<file path="config.mk">
export PLATFORM = sky130hd
export DESIGN_NAME = ram_bist_loader
export DESIGN_NICKNAME = d
export VERILOG_FILES = /design/src/rtl/ram_bist_pkg.sv /design/src/rtl/ram_bist_pattern.sv /design/src/rtl/ram_bist_loader.sv
export SDC_FILE = /design/constraint.sdc
export NUM_CORES = 1
export LEC_CHECK = 0
export ABC_AREA = 1
export CORE_MARGIN = 2
export CORE_UTILIZATION = 45
export CTS_CLUSTER_SIZE = 10
export DETAILED_ROUTE_END_ITERATION = 10
export GPL_ROUTABILITY_DRIVEN = 0
export HOLD_SLACK_MARGIN = 0.02
export PLACE_DENSITY_LB_ADDON = 0.12
export SLEW_MARGIN = 20
export SYNTH_ARGS = -nofsm -noshare
export SYNTH_HDL_FRONTEND = slang
export SYNTH_SLANG_ARGS = --single-unit
</file>
<file path="constraint.sdc">
create_clock -name clk -period 5.6 [get_ports clk]
set_clock_uncertainty 0.15 [all_clocks]
set_input_delay 1.12 -clock clk [delete_from_list [all_inputs] [get_ports clk]]
set_output_delay 1.12 -clock clk [all_outputs]
set_load 0.02 [all_outputs]
</file>
<file path="src/rtl/ram_bist_pkg.sv">
// Shared definitions for the RAM BIST loader: run-mode encodings, FSM states and
// the error-counter width.
package ram_bist_pkg;

   localparam int unsigned ERR_W = 16;

   typedef enum logic [1:0] {
      MODE_PROBE   = 2'b00,
      MODE_LOAD    = 2'b01,
      MODE_LOADVER = 2'b10,
      MODE_VERIFY  = 2'b11
   } mode_t;

   typedef enum logic [1:0] {
      ST_IDLE = 2'd0,
      ST_REQ  = 2'd1,
      ST_GAP  = 2'd2,
      ST_DONE = 2'd3
   } state_t;

endpackage

</file>
<file path="src/rtl/ram_bist_pattern.sv">
// Index-to-pattern map shared by the write path and the read comparator:
// pattern(i) = SEED + i, truncated to DATA_W.
module ram_bist_pattern #(
   parameter int unsigned DATA_W = 32,
   parameter int unsigned IDX_W  = 8,
   parameter logic [31:0] SEED   = 32'hA5A50000
) (
   input  logic [IDX_W-1:0]  idx,
   output logic [DATA_W-1:0] pattern_c
);

   localparam logic [DATA_W-1:0] SEED_W = DATA_W'(SEED);

   assign pattern_c = SEED_W + DATA_W'(idx);

endmodule

</file>
<file path="src/rtl/ram_bist_loader.sv">
// RAM loader/verifier driving the single-master ram bus: probe, load, load+verify, verify.
// Optional ack watchdog is built when RAM_BIST_TIMEOUT_EN is defined.
module ram_bist_loader
   import ram_bist_pkg::*;
#(
   parameter int unsigned DATA_W      = 32,
   parameter int unsigned ADDR_W      = 20,
   parameter int unsigned LOAD_DEPTH  = 256,
   parameter int unsigned BASE_ADDR   = 0,
   parameter logic [31:0] SEED        = 32'hA5A50000,
   parameter int unsigned TIMEOUT_CYC = 1023
) (
   input  logic              clk,
   input  logic              rst,
   input  logic              start_i,
   input  logic [1:0]        mode_i,
   input  logic [ADDR_W-1:0] probe_addr_i,
   output logic [31:0]       bus_addr_o,
   output logic [DATA_W-1:0] bus_data_o,
   input  logic [DATA_W-1:0] bus_data_i,
   output logic              bus_ce_o,
   output logic              bus_we_o,
   input  logic              bus_ack_i,
   output logic              busy_o,
   output logic              done_o,
   output logic              pass_o,
   output logic              timeout_o,
   output logic [ERR_W-1:0]  err_count_o,
   output logic [ADDR_W-1:0] first_err_addr_o,
   output logic [DATA_W-1:0] rd_data_o
);

   localparam int unsigned       IDX_W     = (LOAD_DEPTH > 1) ? $clog2(LOAD_DEPTH) : 1;
   localparam longint unsigned   ADDR_SPAN = 64'd1 << ADDR_W;
   localparam logic [IDX_W-1:0]  LAST_IDX  = IDX_W'(LOAD_DEPTH - 1);
   localparam logic [ADDR_W-1:0] BASE_A    = ADDR_W'(BASE_ADDR);

   // Reject configurations whose pass would run off the end of the RAM.
   if (LOAD_DEPTH < 1 || TIMEOUT_CYC < 1 || ADDR_W > 32 ||
       (64'(BASE_ADDR) + 64'(LOAD_DEPTH)) > ADDR_SPAN) begin : g_cfg_err
      $error("ram_bist_loader: invalid LOAD_DEPTH/BASE_ADDR/ADDR_W/TIMEOUT_CYC");
   end

   state_t            state_q;
   mode_t             mode_q;
   mode_t             start_mode_c;
   logic [IDX_W-1:0]  idx_q;
   logic [IDX_W-1:0]  nxt_idx_c;
   logic              rd_phase_q;
   logic              last_c;
   logic              run_end_c;
   logic              nxt_rd_c;
   logic              mismatch_c;
   logic [DATA_W-1:0] wr_pat_c;
   logic [DATA_W-1:0] cmp_pat_c;

   ram_bist_pattern #(
      .DATA_W (DATA_W),
      .IDX_W  (IDX_W),
      .SEED   (SEED)
   ) u_pat_wr (
      .idx       (nxt_idx_c),
      .pattern_c (wr_pat_c)
   );

   ram_bist_pattern #(
      .DATA_W (DATA_W),
      .IDX_W  (IDX_W),
      .SEED   (SEED)
   ) u_pat_cmp (
      .idx       (idx_q),
      .pattern_c (cmp_pat_c)
   );

   // Sequencing decisions taken in GAP, plus the read comparator.
   always_comb begin
      start_mode_c = mode_t'(mode_i);
      last_c       = (idx_q == LAST_IDX);
      nxt_idx_c    = '0;
      if (state_q == ST_GAP && !last_c) begin
         nxt_idx_c = idx_q + IDX_W'(1);
      end
      run_end_c  = (mode_q == MODE_PROBE) ||
                   (last_c && (rd_phase_q || mode_q == MODE_LOAD));
      nxt_rd_c   = rd_phase_q | last_c;
      mismatch_c = rd_phase_q && (mode_q != MODE_PROBE) && (bus_data_i != cmp_pat_c);
   end

`ifdef RAM_BIST_TIMEOUT_EN
   localparam int unsigned TO_W = $clog2(TIMEOUT_CYC + 1);

   logic [TO_W-1:0] wd_q;
   logic            wd_expire_c;

   assign wd_expire_c = (state_q == ST_REQ) && !bus_ack_i &&
                        (wd_q == TO_W'(TIMEOUT_CYC - 1));

   // Counts consecutive REQ cycles without ack.
   always_ff @(posedge clk or posedge rst) begin
      if (rst) begin
         wd_q <= '0;
      end else if (state_q != ST_REQ || bus_ack_i || wd_expire_c) begin
         wd_q <= '0;
      end else begin
         wd_q <= wd_q + TO_W'(1);
      end
   end
`else
   assign timeout_o = 1'b0;
`endif

   always_ff @(posedge clk or posedge rst) begin
      if (rst) begin
         state_q          <= ST_IDLE;
         mode_q           <= MODE_PROBE;
         idx_q            <= '0;
         rd_phase_q       <= 1'b0;
         bus_addr_o       <= '0;
         bus_data_o       <= '0;
         bus_ce_o         <= 1'b0;
         bus_we_o         <= 1'b0;
         busy_o           <= 1'b0;
         done_o           <= 1'b0;
         pass_o           <= 1'b0;
         err_count_o      <= '0;
         first_err_addr_o <= '0;
         rd_data_o        <= '0;
`ifdef RAM_BIST_TIMEOUT_EN
         timeout_o        <= 1'b0;
`endif
      end else begin
         case (state_q)
            ST_IDLE, ST_DONE: begin
               if (start_i) begin
                  state_q          <= ST_REQ;
                  mode_q           <= start_mode_c;
                  idx_q            <= '0;
                  rd_phase_q       <= (start_mode_c == MODE_PROBE) ||
                                      (start_mode_c == MODE_VERIFY);
                  bus_addr_o       <= 32'((start_mode_c == MODE_PROBE) ? probe_addr_i : BASE_A);
                  bus_data_o       <= wr_pat_c;
                  bus_we_o         <= (start_mode_c == MODE_LOAD) ||
                                      (start_mode_c == MODE_LOADVER);
                  bus_ce_o         <= 1'b1;
                  busy_o           <= 1'b1;
                  done_o           <= 1'b0;
                  pass_o           <= 1'b0;
                  err_count_o      <= '0;
                  first_err_addr_o <= '0;
`ifdef RAM_BIST_TIMEOUT_EN
                  timeout_o        <= 1'b0;
`endif
               end
            end

            ST_REQ: begin
               if (bus_ack_i) begin
                  state_q  <= ST_GAP;
                  bus_ce_o <= 1'b0;
                  if (rd_phase_q) begin
                     rd_data_o <= bus_data_i;
                  end
                  if (mismatch_c) begin
                     if (err_count_o != '1) begin
                        err_count_o <= err_count_o + ERR_W'(1);
                     end
                     if (err_count_o == '0) begin
                        first_err_addr_o <= bus_addr_o[ADDR_W-1:0];
                     end
                  end
               end
`ifdef RAM_BIST_TIMEOUT_EN
               else if (wd_expire_c) begin
                  state_q   <= ST_DONE;
                  bus_ce_o  <= 1'b0;
                  busy_o    <= 1'b0;
                  done_o    <= 1'b1;
                  pass_o    <= 1'b0;
                  timeout_o <= 1'b1;
               end
`endif
            end

            ST_GAP: begin
               if (run_end_c) begin
                  state_q <= ST_DONE;
                  busy_o  <= 1'b0;
                  done_o  <= 1'b1;
                  pass_o  <= (err_count_o == '0);
               end else begin
                  // Load+verify rewinds to index 0 for the read pass.
                  state_q    <= ST_REQ;
                  idx_q      <= nxt_idx_c;
                  rd_phase_q <= nxt_rd_c;
                  bus_addr_o <= 32'(BASE_A + ADDR_W'(nxt_idx_c));
                  bus_data_o <= wr_pat_c;
                  bus_we_o   <= !nxt_rd_c;
                  bus_ce_o   <= 1'b1;
               end
            end

            default: state_q <= ST_IDLE;
         endcase
      end
   end

endmodule

</file>
-- Word level (Yosys, flattened, before mapping)
Cells that the tools add are included.
- bits in registers: 150
- output and inout bits: 138
- input bits: 58
- logic and storage cells: 104
- reduce and logical (&&, ||, !) cells: 26
- add/subtract/negate cells: 4
- bitwise operators: 1
- eq/ne operators: 17
- mux-type cells: 42
- operators by type and width (operator ; count):
    32-bit 2-to-1 mux ; 4
    32-bit case mux with 2 select lines ; 2
    20-bit 2-to-1 mux ; 5
    32-bit by 8-bit adder with 32-bit output (first input constant) ; 2
    16-bit 2-to-1 mux ; 4
    20-bit case mux with 2 select lines ; 1
    32-bit inequality test ; 1
    16-bit case mux with 2 select lines ; 1
    8-bit 2-to-1 mux ; 3
    16-bit by 1-bit adder with 16-bit output (second input constant) ; 1
    16-bit logical NOT ; 1
    16-bit inequality test (second input constant) ; 1
    8-bit case mux with 2 select lines ; 1
    2-bit inequality test (second input constant) ; 7
    3-bit AND reduction ; 4
    1-bit 2-to-1 mux ; 11
    1-bit case mux with 2 select lines ; 5
    5-bit AND reduction ; 2
    8-bit by 1-bit adder with 8-bit output (second input constant) ; 1
    2-bit == test (second input constant) ; 4
    8-bit == test (second input constant) ; 1
    2-bit by 1-bit == test with 1-bit output (second input constant) ; 3
    2-bit logical NOT ; 3
    2-bit 2-to-1 mux ; 3
    other kinds (9) ; 19

-- Longest topological paths before layout
- word-level depth: 7
- gate-level depth with buffers: 13
- depth with buffers taken out: 12

-- By module
Synthesis repeated with hierarchy kept, for this count alone.
- cells, all modules: 893
- area total of the unflattened synthesis: 7243.2 sq um
- modules (own cells, without submodules) (module ; instances ; area an instance (sq um) ; sequential area each (sq um) ; cells an instance):
    ram_bist_loader ; 1 ; 6747.7 ; 3453.3 ; 825
    ram_bist_pattern ; 2 ; 247.7 ; 0.0 ; 34

-- Least setup slack after synthesis
No wires, ideal clock.
- kind: input to register
- from: input port bus_data_i[16]
- to: register first_err_addr_o[0]
- setup slack: 3.260 ns
- stages on the path: 12
- buffers on the path: 1
- data required time: 5.329 ns
- library setup time: 0.121 ns
- data arrival time: 2.069 ns
- path through: inv_1 -> nor2_1 -> nand2_1 -> nor2_1 -> nand2_1 -> nor2_1 -> nand2_1 -> nand2_1 -> nand2_2 -> nand2_1 -> buf_2 -> o21ai_1
- cells in the longest elaborated chain, start to end: 4
- RTL lines (item ; line ; RTL):
    start: declaration ; ram_bist_loader.sv:20 ; input logic [DATA_W-1:0] bus_data_i,
    32-bit inequality test ; ram_bist_loader.sv:86 ; mismatch_c = rd_phase_q && (mode_q != MODE_PROBE) && (bus_data_i != cmp_pat_c);
    1-bit logical AND ; ram_bist_loader.sv:86 ;
    2-bit inequality test (no line) ; - ;
    5-bit AND reduction (no line) ; - ;
    end signal: assignment ; ram_bist_loader.sv:168 ; first_err_addr_o <= bus_addr_o[ADDR_W-1:0];
    end: declaration ; ram_bist_loader.sv:29 ; output logic [ADDR_W-1:0] first_err_addr_o,
No other way between the ends.
A chain may end at the register's enable or synchronous reset.

-- Worst setup path after layout
- from: input port bus_data_i[1]
- to: register first_err_addr_o[6]
The elaborated chain is that of the path after synthesis.

==> Implementation_results.wiki <==
{| class="wikitable"
! Metric !! Value
|-
| Outcome || finished clean
|-
| Layout area overhead || 39.8%
|-
| Die span in y || 118 um
|-
| Clock slew seen by the registers of the worst setup and hold paths || 60 ps
|-
| Via-per-instance ratio || 4.86
|-
| Most frequent cell on the critical path || sky130_fd_sc_hd__nand2_1
|-
| Post-synthesis sequential element count || 115
|-
| Global-route wire length before repair || 24600 um
|-
| H-tree depth || 4
|-
| Inserted Diodes || 0
|-
| Critical-path maximum fanout || 40
|-
| Classification of the worst setup path || in2reg
|-
| Max_slew headroom || 40.4%
|-
| Layout cells sized above 1 || 10.6%
|-
| I/O pin count || 196
|-
| Final hold violations || 0
|-
| Via count of the first global-routing pass || 4897
|-
| Antenna violations before repair || 0
|-
| Drt initial violations || 348
|-
| Number of distinct library cell variants in the gate-level netlist after synthesis || 35
|-
| Grt ovf || 0
|-
| Data arrival time of the critical path || 3350 ps
|-
| Gate Count Post-Synth || 702
|-
| RSZ-0062 raised after global routing || false
|-
| Slowest library cell on the worst path || sky130_fd_sc_hd__clkdlybuf4s50_1
|-
| HPWL after detailed placement || 10300 um
|-
| Cts bufs inserted || 17
|-
| First-pass iteration count of the detailed router || 5
|-
| Post-CTS repair timing setup buffer count || 0
|-
| Total power density per cell area || 556 nW/um^2
|-
| Routed WL || 14700 um
|-
| Syn Std Cell Area || 5860 um^2
|-
| Sequential element share of the synthesized area || 49.1%
|-
| Final ANT Viol Nets || 0
|-
| Number of instances resized during post-cts repair || 0
|-
| DR vias || 5069
|-
| # port buffers || 166
|-
| Max Transition Viols Final || 0
|-
| Leakage component of the power || 3.76 nW
|-
| Synth Area in Adders || 1.50%
|-
| F_max || 316 MHz
|-
| Final core utilization || 64.6%
|-
| Synth area leader || sky130_fd_sc_hd__dfrtp_1
|-
| Initial core utilization || 46.2%
|-
| Total negative slack for setup checks || 0 ps
|-
| Average cell area after synthesis || 8.34 um^2
|-
| Total of endpoints with negative setup slack in the final report || 0
|-
| Kind of start point of the critical path || primary input
|-
| DRC violation count after routing || 0
|-
| Proportion of netlist area held by the largest area contributor || 49.1%
|-
| Root cell of the clock tree || sky130_fd_sc_hd__clkbuf_16
|-
| Total number of clock tree sinks || 115
|-
| Warnings, synthesis || 0
|-
| Area fraction in compound gates after synthesis || 7.50%
|-
| Placeable core area || 12700 um^2
|-
| Worst hold path class || reg2reg
|-
| Worst ir drop on vdd || 0.315 mV
|-
| Simple-gate share of the synthesized area || 26.3%
|-
| Die width || 118 um
|-
| Pin slew with the least headroom to its limit || 893 ps
|-
| Total length of routed met3 wires || 1170 um
|-
| Die outline area || 13900 um^2
|-
| Post-Route M1 WL || 6570 um
|-
| TritonCTS clock tree || built
|-
| Critical Path End Type || register
|-
| XOR/XNOR share of the synthesized area || 0.748%
|-
| Share of the cycle needed by the critical path after routing || 56.5%
|-
| Combinational family with the most area after synthesis || simple AND/OR/NAND/NOR gates
|-
| Synth area leaders || sky130_fd_sc_hd__dfrtp_1 49%, sky130_fd_sc_hd__nand2_1 15%, sky130_fd_sc_hd__buf_4 5.4%
|-
| Routed length on met2 || 6760 um
|-
| Required @ worst endpoint || 5790 ps
|-
| Global router's overall resource usage || 21.9%
|-
| Clk buf depth || 2
|-
| Share of cell area taken by muxes after synthesis || 3.65%
|-
| Number of max-cap violations || 0
|-
| Maximum number of pins on one net before global-route repair || 79
|-
| Post-layout instance count excluding filler cells || 1043
|-
| Final Critical Period || 3170 ps
|-
| Post-DR wirelength/cell || 14.1 um
|-
| Top routing layer in use || met4
|-
| Stage delay of the slowest cell on the critical path || 490 ps
|-
| Cell-by-cell listing of the critical path || clkdlybuf4s50_1 -> inv_1 -> nand2_1 -> nand2_1 -> nor2_1 -> nand2_1 -> nor2_1 -> nand2_1 -> nand2_1 -> nand2_2 -> nand2_1 -> buf_4 -> nand2_1 -> o21ai_1
|-
| Post-layout nets || 923
|-
| # hold bufs at CTS || 0
|-
| Later-pin clock latency in the skew report || 410 ps
|-
| Site Rows || 41
|-
| Number of placed cells counting well taps || 1010
|}
==> layout make-up <==
type	count	area, um^2
clock inverters	13	278
fillers	1111	4480
multi-input cells	496	2440
flip-flops and latches	115	2880
well taps	172	215
inverters	57	216
repair buffers	171	1720
clock buffers	19	443
==> worst max-delay path: cells and delay by family <==
family                 cells  cell delay (ps)
buffers and inverters      3              960
AOI/OAI and AO/OA          1              120
and+or+nand+nor           10             1150
==> cell families after synthesis <==
logic type               Yosys count
flip-flops                       115
multiplexers                      19
XOR/XNOR                           5
other                              1
buffers and inverters            119
adder cells (fa/ha/maj)            7
AO/OA/AOI/OAI                     78
AND/OR/NAND/NOR                  358
==> cell usage in the layout, fill, tap and decap left out, types with 2 or more instances in the layout <==
cell                              synthesis  routed
sky130_fd_sc_hd__clkdlybuf4s50_1          0     166
sky130_fd_sc_hd__nor2_2                   3       3
sky130_fd_sc_hd__nand3_1                 32      31
sky130_fd_sc_hd__inv_1                   46      45
sky130_fd_sc_hd__a21oi_1                  3       3
sky130_fd_sc_hd__xor2_1                   4       4
sky130_fd_sc_hd__clkbuf_16                0      17
sky130_fd_sc_hd__or2_1                    2       2
sky130_fd_sc_hd__clkinvlp_4               0       2
sky130_fd_sc_hd__conb_1                   1      29
sky130_fd_sc_hd__bufinv_16                0       8
sky130_fd_sc_hd__mux2_2                  19      19
sky130_fd_sc_hd__nand3_2                  1       2
sky130_fd_sc_hd__nor3b_1                  2       2
sky130_fd_sc_hd__o21ai_1                 34      34
sky130_fd_sc_hd__o21ai_0                 27      27
sky130_fd_sc_hd__nor2_1                  51      51
sky130_fd_sc_hd__nand4_1                 24      24
sky130_fd_sc_hd__nor3_1                   5       5
sky130_fd_sc_hd__o21ai_2                 11      11
sky130_fd_sc_hd__inv_2                   10      10
sky130_fd_sc_hd__dfrtp_1                115     115
sky130_fd_sc_hd__ha_1                     7       7
sky130_fd_sc_hd__buf_4                   42       4
sky130_fd_sc_hd__nand2_1                228     228
sky130_fd_sc_hd__or2_2                    5       5
==> sequential cells by signal, summed over array words and instances, names as in the netlist, 2 cells and up <==
name	cells
err_count_o	16
state_q	2
bus_data_o	9
rd_data_o	32
idx_q	8
bus_addr_o	20
first_err_addr_o	20
mode_q	2
==> path summary, 6_finish.rpt <==
kind                          startpoint                  end  slack, ps  cells past startpoint
max in group asynchronous            rst       err_count_o[2]       3320                      4
setup / recovery           bus_data_i[1]  first_err_addr_o[6]       2430                     14
setup reg to reg                idx_q[0]        bus_addr_o[0]       2720                     10
min in group asynchronous            rst      err_count_o[10]        870                      2
hold / removal             rd_data_o[16]        rd_data_o[16]        330                      2
hold reg to reg            rd_data_o[16]        rd_data_o[16]        330                      2
==> metrics by stage <==
stage                     setup slack [ps]  cell area (um^2)  hold slack, ps  power (mW)
after floorplan                       1290              5960             304        2.50
after global placement                2120              7440             314        3.20
after detailed placement              2060              7440             319        3.24
after CTS                             2460              8160             332        4.59
after global routing                  2210              8190             347        4.81
final                                 2430              8190             329        4.55
==> synthesized netlist by cell type <==
library cell / count
sky130_fd_sc_hd__buf_2: 6
sky130_fd_sc_hd__or2_1: 2
sky130_fd_sc_hd__buf_4: 42
sky130_fd_sc_hd__mux2_2: 19
sky130_fd_sc_hd__nor2_2: 3
sky130_fd_sc_hd__inv_1: 46
sky130_fd_sc_hd__clkinv_1: 1
sky130_fd_sc_hd__o21a_1: 1
sky130_fd_sc_hd__nand4_4: 1
sky130_fd_sc_hd__nand3_1: 32
sky130_fd_sc_hd__ha_1: 7
sky130_fd_sc_hd__nand4_1: 24
sky130_fd_sc_hd__nor3_4: 1
sky130_fd_sc_hd__clkbuf_1: 9
sky130_fd_sc_hd__o21ai_0: 27
sky130_fd_sc_hd__a21oi_1: 3
sky130_fd_sc_hd__buf_6: 5
sky130_fd_sc_hd__or2_2: 5
sky130_fd_sc_hd__xnor2_1: 1
sky130_fd_sc_hd__nand3_2: 1
sky130_fd_sc_hd__nand2_1: 228
sky130_fd_sc_hd__nor3b_1: 2
sky130_fd_sc_hd__o21ai_1: 34
sky130_fd_sc_hd__conb_1: 1
sky130_fd_sc_hd__o31ai_1: 1
sky130_fd_sc_hd__nor2_1: 51
sky130_fd_sc_hd__inv_2: 10
sky130_fd_sc_hd__nand2_2: 1
sky130_fd_sc_hd__dfrtp_1: 115
sky130_fd_sc_hd__nor3_1: 5
sky130_fd_sc_hd__a21boi_1: 1
sky130_fd_sc_hd__o21ai_2: 11
sky130_fd_sc_hd__nand3_4: 1
sky130_fd_sc_hd__xor2_1: 4
sky130_fd_sc_hd__nor3_2: 1
==> metal layers <==
metal / track usage (%) / vias up
met5: 0 / -
met4: 7.83 / 0
met3: 7.75 / 16
met2: 33.7 / 195
met1: 28.4 / 2347
li1: - / 2511
==> power by group <==
group	total, mW	leakage (nW)	switching [mW]	internal, mW
Sequential	1.34	1.51	0.203	1.13
Clock	1.32	0.344	0.388	0.937
Combinational	1.89	1.90	1.11	0.782
(Power assumes the default switching activity.)
